File: src/rtl/twiddle_mult_pkg.sv
// Shared FFT definitions: twiddle fixed-point format and exponent stride,
// plus the elaboration-time coefficient generator used by every stage's ROM.
package twiddle_mult_pkg;

    localparam real TW_PI = 3.14159265358979323846;

    function automatic int tw_unity(input int tw_w);
        return 1 << (tw_w - 2);
    endfunction

    function automatic int tw_stride(input int fft_n, input int stage_l);
        return fft_n / stage_l;
    endfunction

    function automatic int tw_round(input real x);
        if (x >= 0.0)
            return $rtoi(x + 0.5);
        else
            return -$rtoi(-x + 0.5);
    endfunction

    // imag=0 gives cos term, imag=1 gives -sin term of W(e)
    function automatic int tw_coef(input int e, input int fft_n, input int tw_w, input bit imag);
        real ang;
        real v;
        ang = 2.0 * TW_PI * real'(e) / real'(fft_n);
        v   = imag ? -$sin(ang) : $cos(ang);
        return tw_round(v * real'(tw_unity(tw_w)));
    endfunction

endpackage

File: src/rtl/twiddle_rom.sv
// Twiddle ROM: FFT_N/2 {wr, wi} entries built at elaboration, registered read.
module twiddle_rom
    import twiddle_mult_pkg::*;
#(
    parameter int  FFT_N = 64,
    parameter int  TW_W  = 16,
    localparam int DEPTH = FFT_N / 2,
    localparam int AW    = $clog2(DEPTH)
) (
    input  logic                   mclk,
    input  logic [AW-1:0]          i_addr,
    output logic signed [TW_W-1:0] o_wr,
    output logic signed [TW_W-1:0] o_wi
);

    logic signed [TW_W-1:0] rom_re [DEPTH];
    logic signed [TW_W-1:0] rom_im [DEPTH];

    for (genvar k = 0; k < DEPTH; k++) begin : g_rom
        localparam int WR = tw_coef(k, FFT_N, TW_W, 1'b0);
        localparam int WI = tw_coef(k, FFT_N, TW_W, 1'b1);
        assign rom_re[k] = TW_W'(WR);
        assign rom_im[k] = TW_W'(WI);
    end

    logic signed [TW_W-1:0] wr_d, wr_q;
    logic signed [TW_W-1:0] wi_d, wi_q;

    always_comb begin
        wr_d = rom_re[i_addr];
        wi_d = rom_im[i_addr];
    end

    always_ff @(posedge mclk) begin
        wr_q <= wr_d;
        wi_q <= wi_d;
    end

    assign o_wr = wr_q;
    assign o_wi = wi_q;

endmodule

File: src/rtl/twiddle_mult.sv
// FFT stage twiddle multiplier: counts samples within a STAGE_L block and
// multiplies each by its twiddle, full precision, fixed 3-cycle latency.
module twiddle_mult
    import twiddle_mult_pkg::*;
#(
    parameter int  FFT_N   = 64,
    parameter int  STAGE_L = 64,
    parameter int  IN_W    = 16,
    parameter int  TW_W    = 16,
    localparam int OUT_W   = IN_W + TW_W
) (
    input  logic                    mclk,
    input  logic                    i_rst_n,
    input  logic                    i_init,
    input  logic                    i_vld,
    input  logic signed [IN_W-1:0]  i_re,
    input  logic signed [IN_W-1:0]  i_im,
    output logic                    o_vld,
    output logic signed [OUT_W-1:0] o_re,
    output logic signed [OUT_W-1:0] o_im
);

    localparam int CW     = $clog2(STAGE_L);
    localparam int AW     = $clog2(FFT_N / 2);
    localparam int HALF_L = STAGE_L / 2;
    localparam int STRIDE = tw_stride(FFT_N, STAGE_L);

    logic [CW-1:0]           cnt_d, cnt_q;
    logic [AW-1:0]           tw_addr;
    logic signed [TW_W-1:0]  wr, wi;
    logic                    vld1_d, vld1_q, vld2_d, vld2_q, vld3_d, vld3_q;
    logic signed [IN_W-1:0]  re1_d, re1_q, im1_d, im1_q;
    logic signed [OUT_W-1:0] prr_d, prr_q, pii_d, pii_q, pri_d, pri_q, pir_d, pir_q;
    logic signed [OUT_W-1:0] ore_d, ore_q, oim_d, oim_q;

    twiddle_rom #(
        .FFT_N (FFT_N),
        .TW_W  (TW_W)
    ) u_rom (
        .mclk   (mclk),
        .i_addr (tw_addr),
        .o_wr   (wr),
        .o_wi   (wi)
    );

    always_comb begin
        cnt_d   = cnt_q;
        tw_addr = '0;
        if (i_init)
            cnt_d = '0;
        else if (i_vld)
            cnt_d = cnt_q + CW'(1);

        // first half of the block uses W(0); second half steps by the stride
        if (cnt_q >= CW'(HALF_L))
            tw_addr = AW'((int'(cnt_q) - HALF_L) * STRIDE);

        vld1_d = i_vld & ~i_init;
        vld2_d = vld1_q & ~i_init;
        vld3_d = vld2_q & ~i_init;

        re1_d = i_re;
        im1_d = i_im;

        prr_d = OUT_W'(re1_q) * OUT_W'(wr);
        pii_d = OUT_W'(im1_q) * OUT_W'(wi);
        pri_d = OUT_W'(re1_q) * OUT_W'(wi);
        pir_d = OUT_W'(im1_q) * OUT_W'(wr);

        // outputs only move together with a rising o_vld, so they hold otherwise
        ore_d = ore_q;
        oim_d = oim_q;
        if (vld3_d) begin
            ore_d = prr_q - pii_q;
            oim_d = pri_q + pir_q;
        end
    end

    always_ff @(posedge mclk or negedge i_rst_n) begin
        if (!i_rst_n) begin
            cnt_q  <= '0;
            vld1_q <= 1'b0;
            vld2_q <= 1'b0;
            vld3_q <= 1'b0;
            ore_q  <= '0;
            oim_q  <= '0;
        end else begin
            cnt_q  <= cnt_d;
            vld1_q <= vld1_d;
            vld2_q <= vld2_d;
            vld3_q <= vld3_d;
            ore_q  <= ore_d;
            oim_q  <= oim_d;
        end
    end

    always_ff @(posedge mclk) begin
        re1_q <= re1_d;
        im1_q <= im1_d;
        prr_q <= prr_d;
        pii_q <= pii_d;
        pri_q <= pri_d;
        pir_q <= pir_d;
    end

    assign o_vld = vld3_q;
    assign o_re  = ore_q;
    assign o_im  = oim_q;

endmodule

File: config.mk
export PLATFORM = sky130hd
export DESIGN_NAME = twiddle_mult
export DESIGN_NICKNAME = d
export VERILOG_FILES = /design/src/rtl/twiddle_mult_pkg.sv /design/src/rtl/twiddle_rom.sv /design/src/rtl/twiddle_mult.sv
export SDC_FILE = /design/constraint.sdc
export NUM_CORES = 2
export LEC_CHECK = 0
export ABC_AREA = 0
export CAP_MARGIN = 20
export CORE_MARGIN = 5
export CORE_UTILIZATION = 32
export CTS_CLUSTER_SIZE = 30
export DETAILED_ROUTE_END_ITERATION = 8
export MAX_ROUTING_LAYER = met4
export PLACE_DENSITY = 0.5
export SYNTH_ARGS = -nofsm -noshare
export SYNTH_HDL_FRONTEND = slang
export SYNTH_SLANG_ARGS = --single-unit
File: constraint.sdc
create_clock -name mclk -period 15.5 [get_ports mclk]
set_clock_uncertainty 0.15 [all_clocks]
set_input_delay 1.55 -clock mclk [delete_from_list [all_inputs] [get_ports mclk]]
set_output_delay 1.55 -clock mclk [all_outputs]
set_load 0.01 [all_outputs]
==> impl_metrics.env <==
export IMPL_die_w_um=405.7
export IMPL_crit_slowest_cell="fa_1"
export IMPL_synthArstFlopShare_pct=27.65
export IMPL_cts_tree="built"
export IMPL_netlist_area_leader_share_pct=42.03
export IMPL_synth_edff_count=0
export IMPL_yosysSeqAreaShare_pct=11.28
export IMPL_gp_congestion=0.8232
export IMPL_num_rows=145
export IMPL_tightest_slew_ns=1.176
export IMPL_ys_types=79
export IMPL_track_usage_pct=17.08
export IMPL_synth_most_common_cell="inv_1"
export IMPL_dpl_cell_area_mm2=0.05319
export IMPL_slowest_delay_ns=0.87
export IMPL_hold_viol_final=0
export IMPL_antenna_found_initial=5
export IMPL_worst_setup_path_start_kind="flip-flop"
export IMPL_syn_area_per_cell_um2=9.177
export IMPL_ys_seq_elements=264
export IMPL_die_area_mm2=0.1646
export IMPL_cts_hold_buf=0
export IMPL_max_slew_margin_pct=21.61
export IMPL_gr_total_overflow=0
export IMPL_path_cells="buf_4 > nand2_1 > inv_1 > fa_1 > fa_1 > inv_1 > fa_1 > inv_1 > fa_1 > fa_1 > inv_1 > fa_1 > inv_1 > ha_1 > a21oi_1 > o21bai_1 > a21o_1 > nand2_1 > o21ai_0 > a2111oi_2 > nor4b_1 > nand4b_1"
export IMPL_min_period_ns=7.370
export IMPL_p_leak_nw=27.80
export IMPL_netlist_instances=5460
export IMPL_drt_total_wl_um=131600
export IMPL_wire_per_inst_um=17.53
export IMPL_critPathMaxFanout=17
export IMPL_grt_max_degree=68
export IMPL_status="finished clean"
export IMPL_num_nets_final=6904
export IMPL_hold_path_class="flip-flop to flip-flop"
export IMPL_cts_buffers=41
export IMPL_syn_to_final_growth_pct=9.090
export IMPL_io_buffers=100
export IMPL_via_count=35525
export IMPL_firstDrtPassIters=5
export IMPL_period_share_pct=47.55
export IMPL_synth_top_cell_by_area="fa_1"
export IMPL_synth_nets=6948
export IMPL_p_total_w=0.002003
export IMPL_peakVddDrop_v=0.00006361
export IMPL_clk_pin_slew_ns=0.06
export IMPL_endpoint_kind="flip-flop"
export IMPL_ctsRootBufferMaster="clkbuf_16"
export IMPL_synth_ff_type="dfxtp_1"
export IMPL_fp_coreArea_mm2=0.1560
export IMPL_top_level_ports=101
export IMPL_final_max_slew_viol_count=0
export IMPL_drv_cap=0
export IMPL_clock_latency_ns=0.65
export IMPL_final_antenna_net_count=0
export IMPL_syn_cell_area_mm2=0.05011
export IMPL_start_util_pct=32.11
export IMPL_critPathKind="flip-flop to flip-flop"
export IMPL_required_ns=15.83
export IMPL_p_per_area_mw_per_mm2=36.64
export IMPL_synth_common_cells="inv_1, fa_1, nand2_1"
export IMPL_die_h_um=405.7
export IMPL_grt_pass1_vias=38670
export IMPL_viasPerCell=4.731
export IMPL_netlist_top_cells_area="fa_1, ha_1, inv_1, dfxtp_1, and2_1"
export IMPL_drt_iter0_drc=1981
export IMPL_htree_levels=2
export IMPL_cts_buffer_depth=3
export IMPL_ys_warn_count=0
export IMPL_crit_top_cell="fa_1"
export IMPL_drive_gt1_share_pct=3.212
export IMPL_cts_resized=0
export IMPL_dp_hpwl_um=101400
export IMPL_fmax_mhz=135.7
export IMPL_grt_pass1_wl_um=214900
export IMPL_clock_sinks=264
export IMPL_rsz0062_at_grt="no"
export IMPL_tns_ns=0
export IMPL_critPathArrivalTime_ns=7.70
export IMPL_fin_hold_ws_ns=0.3154
export IMPL_drc_errors=0
export IMPL_post_cts_buffers=0
export IMPL_setup_viol=0
export IMPL_final_area_mm2=0.05466
[final timing paths]
check                                    from   endpoint  slack [ns]  cells past startpoint
worst max-delay path            u_rom.o_wi[1]  pii_q[30]        8.13                     22
worst min-delay path                   vld1_q     vld2_q        0.32                      1
worst max register to register  u_rom.o_wi[1]  pii_q[30]        8.13                     22
worst min register to register         vld1_q     vld2_q        0.32                      1
max in group asynchronous             i_rst_n    o_im[1]       13.36                      2
min in group asynchronous             i_rst_n   cnt_q[5]        0.72                      1
[layer usage]
| metal | GRT usage [%] | share of wire, % |
|---|---|---|
| met1 | 21.92 | 43 |
| met2 | 28.37 | 49 |
| met3 | 1.972 | 4.3 |
| met4 | 5.444 | 3.6 |
| met5 | - | 0 |
[sequential cells by signal, indices dropped and copies added, names as in the netlist, 6 cells and up]
name / count
o_re: 32
prr_q: 32
pri_q: 32
pir_q: 32
u_rom.o_wr: 16
pii_q: 32
u_rom.o_wi: 15
re1_q: 16
im1_q: 16
o_im: 32
cnt_q: 6
[critical path, delay by kind of cell (launching register included)]
kind                       cells  cell delay, ns
AOI/OAI and AO/OA              5            1.13
adders and majority gates      7            3.77
DFF                            1            0.81
buffers and inverters          6            0.85
and+or+nand+nor                4            0.50
[kinds of logic (layout without fill, tap and decap cells)]
group / count (synthesis) / count (layout) / synth area share, %
AND/OR/NAND/NOR: 1483 / 1483 / 14.38
adder cells (fa/ha/maj): 1452 / 1452 / 52.02
buffers and inverters: 1447 / 1436 / 10.84
AO/OA/AOI/OAI: 606 / 606 / 7.794
flip-flops: 264 / 264 / 11.28
XOR/XNOR: 199 / 199 / 3.478
multiplexers: 9 / 9 / 0.2098
other: 0 / 2 / 0
[cell type report]
type	count	area [µm²]
Clock buffer	52	1127
Clock inverter	24	305.3
Antenna cell	2	5.005
Tap cell	2058	2575
Sequential cell	264	5678
Inverter	1209	4538
Fill cell	16240	101400
Multi-Input combinational cell	3749	39030
Timing Repair Buffer	151	1401
[layout by cell type (no fill, tap or decap), types with 17 or more instances in the layout]
cell             count
a211oi_1            25
a21o_1              78
a21oi_1            156
and2_1             491
and3_1              17
buf_4               51
clkbuf_16           41
clkdlybuf4s50_1     99
dfrtp_1             73
dfxtp_1            169
dfxtp_2             22
fa_1              1052
ha_1               400
inv_1             1208
nand2_1            649
nand2b_1            37
nand3_1             37
nor2_1             159
nor2b_1             21
nor3_1              25
o21a_1              26
o21ai_0            156
o21bai_1            30
xnor2_1            141
xor2_1              58
[power breakdown]
| part | total (W) | switching, W | internal (W) | leakage, nW |
|---|---|---|---|---|
| clock network | 0.000996 | 0.000418 | 0.000578 | 0.702 |
| registers | 0.000757 | 0.0000393 | 0.000718 | 2.53 |
| logic | 0.000249 | 0.000143 | 0.000106 | 24.6 |
| total | 0.00200 | 0.000600 | 0.00140 | 27.8 |
[stage by stage]
stage / setup WS [ns] / std cells / utilization [%]
detailed placement: 8.192 / 7430 / 34.09
CTS: 8.147 / 7506 / 35.01
floorplan: 9.260 / 5460 / -
global placement: 8.335 / 7430 / 34.09
global route: 7.711 / 7508 / 35.03
finish: 8.130 / 7509 / 35.03
Note: power is estimated with default switching activity, not from simulation.
